$ cat src/rtl/ysyx_23060042_seq.sv
// Multi-cycle instruction sequencer: fetch, decode-dispatch, optional memory access, writeback.
// Latency: 4 cycles per ALU retire, 6 per load/store when handshakes complete immediately.
// Backpressure: stalls in FETCH_REQ/MEM_REQ until ready; FETCH_WAIT halts after TIMEOUT idle cycles.
module ysyx_23060042_seq #(
    parameter int unsigned TIMEOUT = 255
) (
    input  logic        clk,
    input  logic        rst_n,
    input  logic        start,
    output logic        ifu_req_valid,
    input  logic        ifu_req_ready,
    input  logic        ifu_rsp_valid,
    input  logic [31:0] ifu_rdata,
    output logic [31:0] inst_q,
    input  logic        regen_i,
    output logic        lsu_req_valid,
    input  logic        lsu_req_ready,
    output logic        lsu_wen,
    input  logic        lsu_rsp_valid,
    output logic        rf_we,
    output logic        pc_we,
    output logic        retire,
    output logic        busy,
    output logic        halted,
    output logic        halt_code,
    output logic [31:0] retire_cnt
);

    localparam logic [6:0]  OP_LOAD   = 7'b0000011;
    localparam logic [6:0]  OP_STORE  = 7'b0100011;
    localparam logic [31:0] INST_EBRK = 32'h00100073;
    localparam logic [31:0] INST_NOP  = 32'h00000013;
    localparam logic [7:0]  WAIT_LAST = 8'(TIMEOUT - 1);

    typedef enum logic [2:0] {
        IDLE,
        FETCH_REQ,
        FETCH_WAIT,
        EXEC,
        MEM_REQ,
        MEM_WAIT,
        WB,
        HALT
    } state_t;

    state_t     state;
    logic [7:0] wait_cnt;
    logic       is_load;
    logic       is_store;

    assign is_load  = (inst_q[6:0] == OP_LOAD);
    assign is_store = (inst_q[6:0] == OP_STORE);

    always_ff @(posedge clk or negedge rst_n) begin
        if (!rst_n) begin
            state      <= IDLE;
            inst_q     <= INST_NOP;
            wait_cnt   <= 8'd0;
            halt_code  <= 1'b0;
            retire_cnt <= 32'd0;
        end else begin
            case (state)
                IDLE: begin
                    if (start) state <= FETCH_REQ;
                end
                FETCH_REQ: begin
                    if (ifu_req_ready) begin
                        state    <= FETCH_WAIT;
                        wait_cnt <= 8'd0;
                    end
                end
                FETCH_WAIT: begin
                    // A response on the limit cycle still wins over the timeout.
                    if (ifu_rsp_valid) begin
                        inst_q <= ifu_rdata;
                        state  <= EXEC;
                    end else if (wait_cnt == WAIT_LAST) begin
                        state     <= HALT;
                        halt_code <= 1'b1;
                    end else begin
                        wait_cnt <= wait_cnt + 8'd1;
                    end
                end
                EXEC: begin
                    if (inst_q == INST_EBRK) begin
                        state     <= HALT;
                        halt_code <= 1'b0;
                    end else if (is_load || is_store) begin
                        state <= MEM_REQ;
                    end else begin
                        state <= WB;
                    end
                end
                MEM_REQ: begin
                    if (lsu_req_ready) state <= MEM_WAIT;
                end
                MEM_WAIT: begin
                    if (lsu_rsp_valid) state <= WB;
                end
                WB: begin
                    retire_cnt <= retire_cnt + 32'd1;
                    state      <= FETCH_REQ;
                end
                HALT: begin
                    state <= HALT;
                end
                default: state <= IDLE;
            endcase
        end
    end

    // Strobes decode straight from the state flop, so they drop with reset immediately.
    assign ifu_req_valid = (state == FETCH_REQ);
    assign lsu_req_valid = (state == MEM_REQ);
    assign lsu_wen       = (state == MEM_REQ) && is_store;
    assign pc_we         = (state == WB);
    assign retire        = (state == WB);
    assign rf_we         = (state == WB) && regen_i && !is_store && (inst_q[11:7] != 5'd0);
    assign halted        = (state == HALT);
    assign busy          = (state != IDLE) && (state != HALT);

endmodule

$ cat config.mk
export PLATFORM = sky130hd
export DESIGN_NAME = ysyx_23060042_seq
export DESIGN_NICKNAME = d
export VERILOG_FILES = /design/src/rtl/ysyx_23060042_seq.sv
export SDC_FILE = /design/constraint.sdc
export NUM_CORES = 1
export LEC_CHECK = 0
export CAP_MARGIN = 20
export CORE_MARGIN = 2
export CORE_UTILIZATION = 45
export DETAILED_ROUTE_END_ITERATION = 6
export DONT_BUFFER_PORTS = 1
export PLACE_DENSITY_LB_ADDON = 0.2
export SETUP_SLACK_MARGIN = 0.15
export SLEW_MARGIN = 10
export SYNTH_ARGS = -nofsm -noshare
export SYNTH_HDL_FRONTEND = slang
export SYNTH_SLANG_ARGS = --single-unit
$ cat constraint.sdc
create_clock -name clk -period 3.3 [get_ports clk]
set_input_delay 0.165 -clock clk [delete_from_list [all_inputs] [get_ports clk]]
set_output_delay 0.165 -clock clk [all_outputs]
set_load 0.02 [all_outputs]
======== Word-level counts from Yosys, hierarchy flattened ========
Index checks and enable logic that the tools add are counted.
word-level totals
  output and inout port bits .............. 73
  register bits ........................... 76
  logic and storage cells ................. 61
  input port bits ......................... 40
operators by class
  muxes and demuxes ....................... 17
  reduce and logical (&&, ||, !) cells .... 16
  add/sub/neg operators ................... 2
  equal/unequal tests ..................... 21
operators by type and width
  operator                 count
  $add A32 B1 Y32 const B  1
  $eq A32 B21 Y1 const B   1
  $mux W8                  3
  $pmux W3 S8              1
  $mux W3                  6
  $pmux W8 S2              1
  $eq A3 B3 Y1 const B     4
  $ne A2 B2 Y1 const B     6
  $add A8 B1 Y8 const B    1
  $eq A8 B8 Y1 const B     1
  $reduce_and A4 Y1        2
  $eq A7 B2 Y1 const B     1
  $eq A7 B6 Y1 const B     1
  $eq A3 B2 Y1 const B     2
  $ne A3 B3 Y1 const B     2
  $logic_and A1 B1 Y1      5
  $reduce_and A5 Y1        1
  $reduce_bool A5 Y1       1
  $mux W2                  2
  $ne A2 B1 Y1 const B     2
  $reduce_bool A2 Y1       2
  $eq A3 B1 Y1 const B     1
  $logic_not A3 Y1         1
  $mux W1                  3
  5 further kinds          5

======== Longest topological paths before layout ========
Gate-level depths: netlist of run 1.
  word-level depth ........................ 5
  gate-level depth with buffers ........... 6
  gate-level depth less buffers ........... 6

======== Worst setup path before layout of run 1 ========
No wires, ideal clock.
  path type ............................... register to output
  start ................................... register state[1]
  end ..................................... output rf_we
  arrival time ............................ 1690 ps
  buffers on the path ..................... 1
  cell stages (with the launch flop) ...... 5
  required time ........................... 3135 ps
  path slack .............................. 1445 ps
  cells stage by stage .................... dfrtp_1 -> clkbuf_1 -> nand2_1 -> nor2_1 -> and4_1
on the way
  word-level cells in the longest chain between the ends .. 4
RTL lines
  element                           line  RTL
  start: declaration                46    state_t state;
  start signal: assignment          56    state <= IDLE;
  start signal: assignment          64    if (start) state <= FETCH_REQ;
  start signal: assignment          68    state <= FETCH_WAIT;
  $eq A3 B3 Y1                      --
  via pc_we                         21    output logic pc_we,
  $logic_and A1 B1 Y1 (3 in a row)  118   assign rf_we = (state == WB) && regen_i && !is_store && (inst_q[11:7] != 5'd0);
  end: declaration                  20    output logic rf_we,
The timed path passes the listed nets, and every way through them passes these cells.

======== Final worst setup path of run 1 ========
  start ................................... register inst_q[0]
  end ..................................... output lsu_wen
on the way
  word-level cells in the longest chain between the ends .. 2
RTL lines
  element                   line  RTL
  start: declaration        14    output logic [31:0] inst_q,
  start signal: assignment  75    inst_q <= ifu_rdata;
  $eq A7 B6 Y1              52    assign is_store = (inst_q[6:0] == OP_STORE);
  $logic_and A1 B1 Y1       115   assign lsu_wen = (state == MEM_REQ) && is_store;
  end: declaration          18    output logic lsu_wen,
No other way between the ends.

==> run_results.csv, run 1 <==
group,metric,value,unit
placed_design,gp_congestion,0.748,
global_routing,grt_max_degree,77,
final_layout,antenna_cells,0,
synthesis,ys_ff_latch,76,
cts,cts_num_sinks,76,
cts,cts_tree,"built",
sta,tns,0,ns
sta,final.period_utilization,66.8,%
final_layout,finalCoreUtilization,55.0,%
floorplanning,core_area,7770,sq um
sta,rsz0062_at_grt,"false",
global_routing,grt_overflow,0,
floorplanning,initial_core_util,46.5,%
cts,h-tree-depth,3,
final_layout,synthToLayoutAreaGrowth,18.2,%
sta,hold_viol_final,0,
global_routing,grt_pass1_wl,12.3,mm
global_routing,track_usage,18.2,%
sta,fmaxAchievable,454,MHz
power,p_leak,1.89,nW
setup_path,arrival,2.04,ns
power,sw_frac_of_total,39.1,%
global_routing,busiest_layer,"met2",
floorplanning,die_h,93.6,um
sta,setup_viol,0,
route,wl_per_cell,17.1,um
global_routing,grt_pass1_vias,2513,
route,drt_iter0_drc,114,
global_routing,grtUsageMet3,8.22,%
global_routing,met2_usage,28.3,%
placed_design,dpl_cell_area,3710,sq um
setup_path,timing.rr.start,"state[0]",
synthesis,yosysWarnings,0,
power,p_switching,0.00121,W
floorplanning,die_w,93.6,um
floorplanning,io_pins,113,
synthesis,seq_area_frac_synth,52.8,%
synthesis,async_flop_share,100,%
route,totalWireLength,7.50,mm
power,pwr-share-clk,23.0,%
final_layout,layout-drive-gt1-share,19.6,%
synthesis,netlist_area,3610,sq um
setup_path,path_max_fanout,3,
power,max-vdd-ir-drop,0.000517,V
synthesis,synth_ff_type,"dfrtp_1",
route,drc,0,
min_path,min_path_cells,2,
synthesis,synth_edf_count,0,
setup_path,startpoint,"inst_q[0]",
cts,post-cts-setup-buffers,0,
final_layout,finalNetCount,374,
cts,clk_path_buf_depth,2,
min_path,hold_class,"in -> reg",
route,vias,2417,
sta,slew_headroom,37.4,%
setup_path,worstSetupEndpointType,"output pin",
cts,cts_hold_buf,34,
synthesis,yosys.area.top_type,"dfrtp_1",
synthesis,synth_top_area_share,50.6,%
final_layout,fillers,677,
power,power.density,726,nW/um^2
final_layout,final_area,4270,sq um
setup_path,crit_type,"reg -> out",
power,combPwrFrac,19.2,%
power,power.internal,0.00189,W
global_routing,use_met1,22.5,%
cts,cts_made_buffers,9,
run,maxCapViolations,0,
cts,post_cts_resized,0,
sta,tightestPinTransition,0.936,ns
cts,ctsRootBufferMaster,"clkbuf_8",
synthesis,yosys-top-cells-area,"dfrtp_1, mux2_2, xnor2_1, nor4_4, xor2_1",
synthesis,syn_inst,294,
route,viasPerCell,5.52,
synthesis,syn-num-nets,337,
floorplanning,rows,32,
cts,path_clk_slew,0.07,ns
cts,clk-insertion-delay-late,0.35,ns
sta,slew_viol_final,0,
sta,min_period,2.20,ns
route,firstDrtPassIters,4,
placed_design,port_buffers,0,
synthesis,syn_area_per_cell,12.3,sq um
setup_path,rr_worst_depth,4,
placed_design,dp_hpwl,5.15,mm
outcome,status,"finished, final reports clean",
route,antenna_left,0,
setup_path,required,3.13,ns
power,seqPwrFrac,57.8,%
floorplanning,dieArea,8760,sq um
min_path,hp-start,"ifu_req_ready",
global_routing,antenna_found_initial,0,
sta,skew,0.00950,ns
synthesis,ys_types,48,
setup_path,start_kind,"flip-flop",
worst paths after layout:
| kind | slack, ns | to |
|---|---|---|
| min in group asynchronous | 0.38 | inst_q[21] |
| worst min-delay path | 0.06 | state[0] |
| worst min register to register | 0.53 | wait_cnt[0] |
| worst max register to register | 1.23 | wait_cnt[2] |
| max in group asynchronous | 2.57 | inst_q[1] |
| worst max-delay path | 1.10 | lsu_wen |
Yosys cell counts, types with 2 or more instances:
master     number
nand2_1        19
and3_1          7
dfrtp_1        73
a21oi_1         4
clkbuf_1        2
nor4_4          5
buf_4           2
inv_1           6
mux2_2         31
nor4b_4         2
and4_1          4
o21ai_0         5
nor4b_1         2
or2_1           2
mux2_1          2
nand4_1        14
xnor2_1        24
dfstp_2         3
and2_1          2
nor2_1         18
o2111ai_1       2
ha_1            3
buf_2           5
nand3_1        11
nor4_1          2
o211ai_1        3
xor2_1         11
nand4_2         2
nand4b_1        2
nor3_1          8
cell type report:
cell class                 instances  area, sq um  area share, %
clock inverter                     6         63.8           1.49
inverter                           6         22.5          0.527
tap                              102          128           2.99
clock buffer                      10          138           3.22
multi-input combinational        202         1640           38.4
timing repair buffer              36          373           8.73
sequential                        76         1910           44.6
layout by cell type, fill, tap and decap left out, types with 3 or more instances in the layout:
| cell | instances |
|---|---|
| dfrtp_1 | 73 |
| dlygate4sd3_1 | 33 |
| mux2_2 | 31 |
| xnor2_1 | 24 |
| nand2_1 | 19 |
| nor2_1 | 18 |
| nand4_1 | 14 |
| nand3_1 | 11 |
| xor2_1 | 11 |
| clkbuf_8 | 10 |
| nor3_1 | 8 |
| and3_1 | 7 |
| inv_1 | 6 |
| o21ai_0 | 5 |
| nor4_4 | 5 |
| and4_1 | 4 |
| a21oi_1 | 4 |
| o211ai_1 | 3 |
| ha_1 | 3 |
| dfstp_2 | 3 |
layer usage:
| layer | part of all wire, % | wire [um] |
|---|---|---|
| met1 | 42 | 3180 |
| met2 | 47 | 3560 |
| met3 | 9.2 | 690 |
| met4 | 0.95 | 71 |
| met5 | 0 | 0 |
registers in the layout, indices dropped and copies added (netlist names):
register    cells
halt_code       1
retire_cnt     32
state           3
wait_cnt        8
inst_q         32
stage by stage:
step                      hold slack, ns  total power (W)  cells  setup slack, ns
after floorplan                   -0.131          0.00220    294             1.45
after global placement            -0.126          0.00235    388             1.29
after detailed placement          -0.128          0.00237    388             1.24
after CTS                         0.0493          0.00314    438             1.07
after global routing              0.0728          0.00328    438            0.885
final                             0.0643          0.00310    438             1.10
cells by family after synthesis:
| group | after synthesis | synth area share [%] |
|---|---|---|
| DFF | 76 | 52.8 |
| and+or+nand+nor | 110 | 20.9 |
| muxes | 34 | 10.9 |
| adders and majority gates | 3 | 1.04 |
| xor gates and xnor gates | 35 | 8.49 |
| AOI/OAI and AO/OA | 20 | 3.67 |
| buffers and inverters | 16 | 2.25 |
worst max-delay path: stages, from the launching register on:
cell       delay, ns
dfstp_2         0.62
nand4bb_1       0.17
nor3_1          0.24
nand2_1         0.11
nor3_1          0.56
power groups by stage:
stage	Combinational [W]	Sequential [W]	Clock [W]
after floorplan	0.000520	0.00168	0
after global placement	0.000541	0.00181	0
after detailed placement	0.000547	0.00182	0
after CTS	0.000603	0.00180	0.000738
after global routing	0.000666	0.00184	0.000775
final	0.000595	0.00179	0.000712
No activity file was read; power rests on OpenSTA's default activity.
==> run 2, diff against run 1 <==
--- a/config.mk
+++ b/config.mk
@@ -5,6 +5,7 @@
 export SDC_FILE = /design/constraint.sdc
 export NUM_CORES = 1
 export LEC_CHECK = 0
+export ABC_AREA = 1
 export CAP_MARGIN = 20
 export CORE_MARGIN = 2
 export CORE_UTILIZATION = 45
==> constraint.sdc (replaced) <==
create_clock -name clk -period 2.05 [get_ports clk]
set_input_delay 0.1025 -clock clk [delete_from_list [all_inputs] [get_ports clk]]
set_output_delay 0.1025 -clock clk [all_outputs]
set_load 0.02 [all_outputs]
==> run_results.csv, run 2 <==
group,metric,value,unit
setup_path,crit_type,"reg -> reg",
floorplanning,initial_core_util,45.6,%
cts,cts_tree,"built",
setup_path,arrival,2.02,ns
sta,fmaxAchievable,560,MHz
floorplanning,core_area,9110,sq um
global_routing,grt_overflow,0,
synthesis,ys_ff_latch,76,
sta,hold_viol_final,0,
setup_path,path_max_fanout,9,
route,wl_per_cell,15.0,um
sta,skew,0.0132,ns
route,drt_iter0_drc,152,
synthesis,yosys-top-cells-area,"dfrtp_1, nand2_1, nor2_1, mux2_4, xor2_1",
run,maxCapViolations,0,
final_layout,antenna_cells,0,
setup_path,start_kind,"flip-flop",
sta,slew_headroom,68.3,%
sta,setup_viol,0,
final_layout,synthToLayoutAreaGrowth,19.0,%
synthesis,syn-num-nets,545,
global_routing,grt_pass1_vias,3502,
sta,slew_viol_final,0,
synthesis,async_flop_share,100,%
global_routing,antenna_found_initial,0,
cts,clk_path_buf_depth,2,
outcome,status,"finished, final reports clean",
synthesis,synth_top_area_share,43.9,%
route,drc,0,
placed_design,gp_congestion,0.914,
power,total_power,0.00560,W
power,p_leak,2.33,nW
floorplanning,dieArea,10000,sq um
route,viasPerCell,5.04,
synthesis,yosysMostFrequentCell,"nand2_1",
synthesis,syn_inst,502,
floorplanning,io_pins,113,
synthesis,yosysWarnings,0,
final_layout,finalNetCount,597,
route,vias,3379,
floorplanning,die_h,100,um
synthesis,ys_types,37,
synthesis,synth_common_cells,"nand2_1, nor2_1, dfrtp_1, inv_1, nand3_1",
synthesis,synth_edf_count,0,
power,power.density,1130,nW/um^2
placed_design,dp_hpwl,7.17,mm
setup_path,worstSetupEndpointType,"flip-flop",
setup_path,required,2.29,ns
final_layout,layout-drive-gt1-share,13.8,%
cts,cts_made_buffers,9,
cts,ctsRootBufferMaster,"clkbuf_8",
synthesis,syn_area_per_cell,8.28,sq um
cts,path_clk_slew,0.07,ns
sta,rsz0062_at_grt,"true",
synthesis,seq_area_frac_synth,45.8,%
placed_design,port_buffers,0,
floorplanning,rows,35,
global_routing,track_usage,21.3,%
sta,final.period_utilization,87.1,%
final_layout,layout_common_cells,"nand2_1, nor2_1, dfrtp_1",
min_path,hold_class,"in -> reg",
route,totalWireLength,10.1,mm
cts,clk-insertion-delay-late,0.35,ns
cts,cts_num_sinks,76,
sta,tns,0,ns
route,antenna_left,0,
global_routing,grt_max_degree,77,
route,firstDrtPassIters,4,
cts,h-tree-depth,3,
sta,tightestPinTransition,0.477,ns
synthesis,yosys.area.top_type,"dfrtp_1",
final_layout,final_common_cell,"nand2_1",
floorplanning,die_w,100,um
synthesis,synth_ff_type,"dfrtp_1",
final_layout,reg.largest.list,"inst_q: 32 flops, retire_cnt: 32 flops, wait_cnt: 8 flops",
power,max-vdd-ir-drop,0.000831,V
sta,min_period,1.79,ns
synthesis,netlist_area,4160,sq um
global_routing,grt_pass1_wl,16.9,mm
run 2: cell count changes in the layout (fill, tap and decap cells not counted), sizes merged, moves of 10 or more:
cell	previous run	this run
mux2	33	22
xnor2	24	6
nor2	18	100
inv	6	42
nand2	19	152
buf	3	13
nand3	11	23
a21oi	4	16
run 2: final cells by class:
cell class / count / area (sq um)
Sequential cell: 76 / 1910
Fill cell: 855 / 4160
Multi-Input combinational cell: 376 / 2030
Inverter: 42 / 160
Clock inverter: 5 / 85.1
Timing Repair Buffer: 49 / 478
Clock buffer: 11 / 141
Tap cell: 111 / 139
run 2: cell families (layout without fill, tap and decap cells):
group / count (synthesis) / in the layout / synth area share (%)
DFF: 76 / 76 / 45.8
adders and majority gates: 3 / 3 / 0.903
AOI/OAI and AO/OA: 25 / 25 / 3.52
and+or+nand+nor: 302 / 302 / 31.5
buffers and inverters: 50 / 107 / 5.48
muxes: 22 / 22 / 7.67
xor gates and xnor gates: 24 / 24 / 5.06
run 2: repair_timing:
item,CTS,global route
endpoints found under the hold margin,110,0
endpoints found under the setup margin,0,8
resized for setup,0,6
hold buffers,37,0
buffers inserted,0,3
run 2: report_power, final:
group          switching (W)  leakage, nW  internal (W)
clock network       0.000565        0.110      0.000724
logic               0.000833         1.25      0.000716
registers           0.000854        0.970       0.00191
total                0.00225         2.33       0.00335
run 2: per-layer routing:
layer | vias to the layer above | share of wire, % | track usage (%)
li1 | 1679 | - | -
met1 | 1603 | 43 | 26.7
met2 | 85 | 50 | 35.6
met3 | 12 | 5.6 | 5.08
met4 | 0 | 1.7 | 8.11
met5 | - | 0 | 0
run 2: worst paths after layout:
kind / to / start / slack (ns) / cells after the start
max: state[0] / state[1] / 0.26 / 6
min in group asynchronous: inst_q[24] / rst_n / 0.31 / 2
max reg2reg: state[0] / state[1] / 0.26 / 6
min reg2reg: wait_cnt[7] / wait_cnt[7] / 0.55 / 2
max in group asynchronous: inst_q[4] / rst_n / 1.41 / 2
min: state[2] / ifu_rsp_valid / 0.03 / 3
run 2: through the flow:
step                hold WS (ns)  utilization [%]  setup slack, ns  area [sq um]  instances
floorplan                 -0.193                -            0.505          4160        502
global placement          -0.191             47.2            0.363          4300        614
detailed placement        -0.191             47.2            0.270          4300        614
CTS                       0.0122             53.9            0.173          4910        667
global route              0.0685             54.3            0.126          4950        670
finish                    0.0330             54.3            0.265          4950        670
run 2: worst max-delay path, stage by stage, from the launching register on:
cell           delay [ns]
dfrtp_2              0.48
inv_1                0.14
nand3_1              0.23
nor2_1               0.07
nor2_1               0.13
dlygate4sd3_1        0.58
nand2_1              0.05
==> run 3, diff against run 2 <==
--- a/config.mk
+++ b/config.mk
@@ -5,13 +5,12 @@
 export SDC_FILE = /design/constraint.sdc
 export NUM_CORES = 1
 export LEC_CHECK = 0
-export ABC_AREA = 1
+export ABC_AREA = 0
 export CAP_MARGIN = 20
 export CORE_MARGIN = 2
 export CORE_UTILIZATION = 45
 export DETAILED_ROUTE_END_ITERATION = 6
 export DONT_BUFFER_PORTS = 1
-export PLACE_DENSITY_LB_ADDON = 0.2
 export SETUP_SLACK_MARGIN = 0.15
 export SLEW_MARGIN = 10
 export SYNTH_ARGS = -nofsm -noshare
==> run_results.csv, run 3 (synthesis gave the netlist of run 1 again) <==
group,metric,value,unit
outcome,status,"finished, final reports clean",
cts,cts_made_buffers,9,
power,pwr-share-clk,20.9,%
setup_path,arrival,1.73,ns
sta,fmaxAchievable,544,MHz
min_path,min_path_cells,3,
min_path,hold_class,"in -> reg",
placed_design,dp_hpwl,5.52,mm
final_layout,layout-drive-gt1-share,29.1,%
setup_path,timing.rr.start,"state[2]",
power,combPwrFrac,27.1,%
sta,whs,0.0248,ns
placed_design,port_buffers,0,
final_layout,antenna_cells,0,
floorplanning,dieArea,8760,sq um
floorplanning,io_pins,113,
run,maxCapViolations,0,
final_layout,instances_no_fill,473,
placed_design,place_ws,0.229,ns
final_layout,synthToLayoutAreaGrowth,27.5,%
setup_path,path_max_fanout,3,
sta,slew_viol_final,0,
sta,rsz0062_at_grt,"true",
route,viasPerCell,5.43,
floorplanning,die_w,93.6,um
global_routing,grt_pass1_wl,13.5,mm
floorplanning,initial_core_util,46.5,%
sta,skew,0.00872,ns
setup_path,crit_type,"reg -> out",
global_routing,antenna_found_initial,0,
cts,clk-insertion-delay-late,0.34,ns
power,power.internal,0.00324,W
global_routing,grt_pass1_vias,2711,
sta,min_period,1.84,ns
final_layout,layout_common_cells,"dfrtp_1, dlygate4sd3_1, buf_4",
power,seqPwrFrac,52.0,%
floorplanning,rows,32,
route,antenna_left,0,
final_layout,finalNetCount,410,
sta,slew_headroom,68.7,%
min_path,hold_path_end,"wait_cnt[0]",
setup_path,worstSetupEndpointType,"output pin",
min_path,hp-start,"ifu_req_ready",
setup_path,required,1.95,ns
sta,hold_viol_final,0,
setup_path,ff2ff_setup_slack,0.28,ns
final_layout,final_common_cell,"dfrtp_1",
placed_design,place_inst,417,
global_routing,grt_overflow,0,
route,drc,0,
cts,ctsRootBufferMaster,"clkbuf_8",
route,wl_per_cell,17.4,um
sta,setup_viol,0,
sta,tns,0,ns
final_layout,reg.largest.list,"inst_q: 32 flops, retire_cnt: 32 flops, wait_cnt: 8 flops",
cts,cts_num_sinks,76,
sta,layout_setup_ws,0.213,ns
setup_path,start_kind,"flip-flop",
power,power.density,1150,nW/um^2
floorplanning,core_area,7770,sq um
power,sw_frac_of_total,38.7,%
global_routing,track_usage,19.8,%
power,max-vdd-ir-drop,0.000925,V
cts,clk_path_buf_depth,2,
setup_path,regToRegEndpoint,"wait_cnt[7]",
cts,h-tree-depth,3,
setup_path,rr_worst_depth,5,
route,firstDrtPassIters,4,
route,vias,2568,
global_routing,grt_max_degree,77,
sta,tightestPinTransition,0.468,ns
power,p_leak,2.07,nW
cts,path_clk_slew,0.08,ns
sta,final.period_utilization,89.6,%
cts,cts_tree,"built",
power,total_power,0.00528,W
route,totalWireLength,8.24,mm
placed_design,gp_congestion,0.772,
route,drt_iter0_drc,91,
floorplanning,die_h,93.6,um
power,p_switching,0.00204,W
run 3: how the worst max path moves through the flow:
stage / cells past startpoint / end / start
4_1_cts: 5 / lsu_wen / inst_q[0]
2_1_floorplan: 4 / retire_cnt[1] / state[1]
5_1_grt: 5 / lsu_wen / inst_q[0]
3_3_place_gp: 4 / wait_cnt[7] / state[1]
6_report: 5 / lsu_wen / inst_q[0]
3_5_place_dp: 4 / wait_cnt[7] / state[1]
run 3: what timing repair did:
item                                    CTS  global route
setup buffers                             1             4
endpoints found under the setup margin    4             8
hold buffers                             36             0
endpoints found under the hold margin   110             0
pin swaps                                 0             1
gates resized for setup                   4             6
run 3: routing by layer:
layer	wire, um	vias to the layer above	global-route usage, %	part of all wire (%)
met5	0	-	0	0
met4	168	0	7.00	2.0
met1	3350	1251	24.0	41
met3	690	11	8.46	8.4
li1	-	1213	-	-
met2	4030	93	31.7	49
run 3: layout make-up:
type | instances | area, sq um
fill | 639 | 3160
clock inverter | 6 | 66.3
sequential | 76 | 1910
inverter | 6 | 22.5
tap | 102 | 128
multi-input combinational | 202 | 1680
timing repair buffer | 72 | 673
clock buffer | 9 | 124
run 3: worst max-delay path, cell delays in order, from the launching register on:
cell	delay (ns)
dfstp_2	0.65
nand4bb_4	0.15
nor3_4	0.19
nand2_1	0.09
nor3_1	0.15
buf_4	0.17
run 3: metrics by stage:
step,util [%],cell area [sq um]
floorplan,-,3610
global placement,50.7,3940
detailed placement,50.7,3940
global route,59.3,4600
finish,59.3,4600
CTS,58.3,4530
run 3: power groups by stage:
stage	registers (W)	clock network [W]	logic [W]
finish	0.00275	0.00110	0.00143
global route	0.00282	0.00121	0.00158
CTS	0.00273	0.00115	0.00133
detailed placement	0.00276	0	0.00122
global placement	0.00273	0	0.00121
floorplan	0.00270	0	0.000837
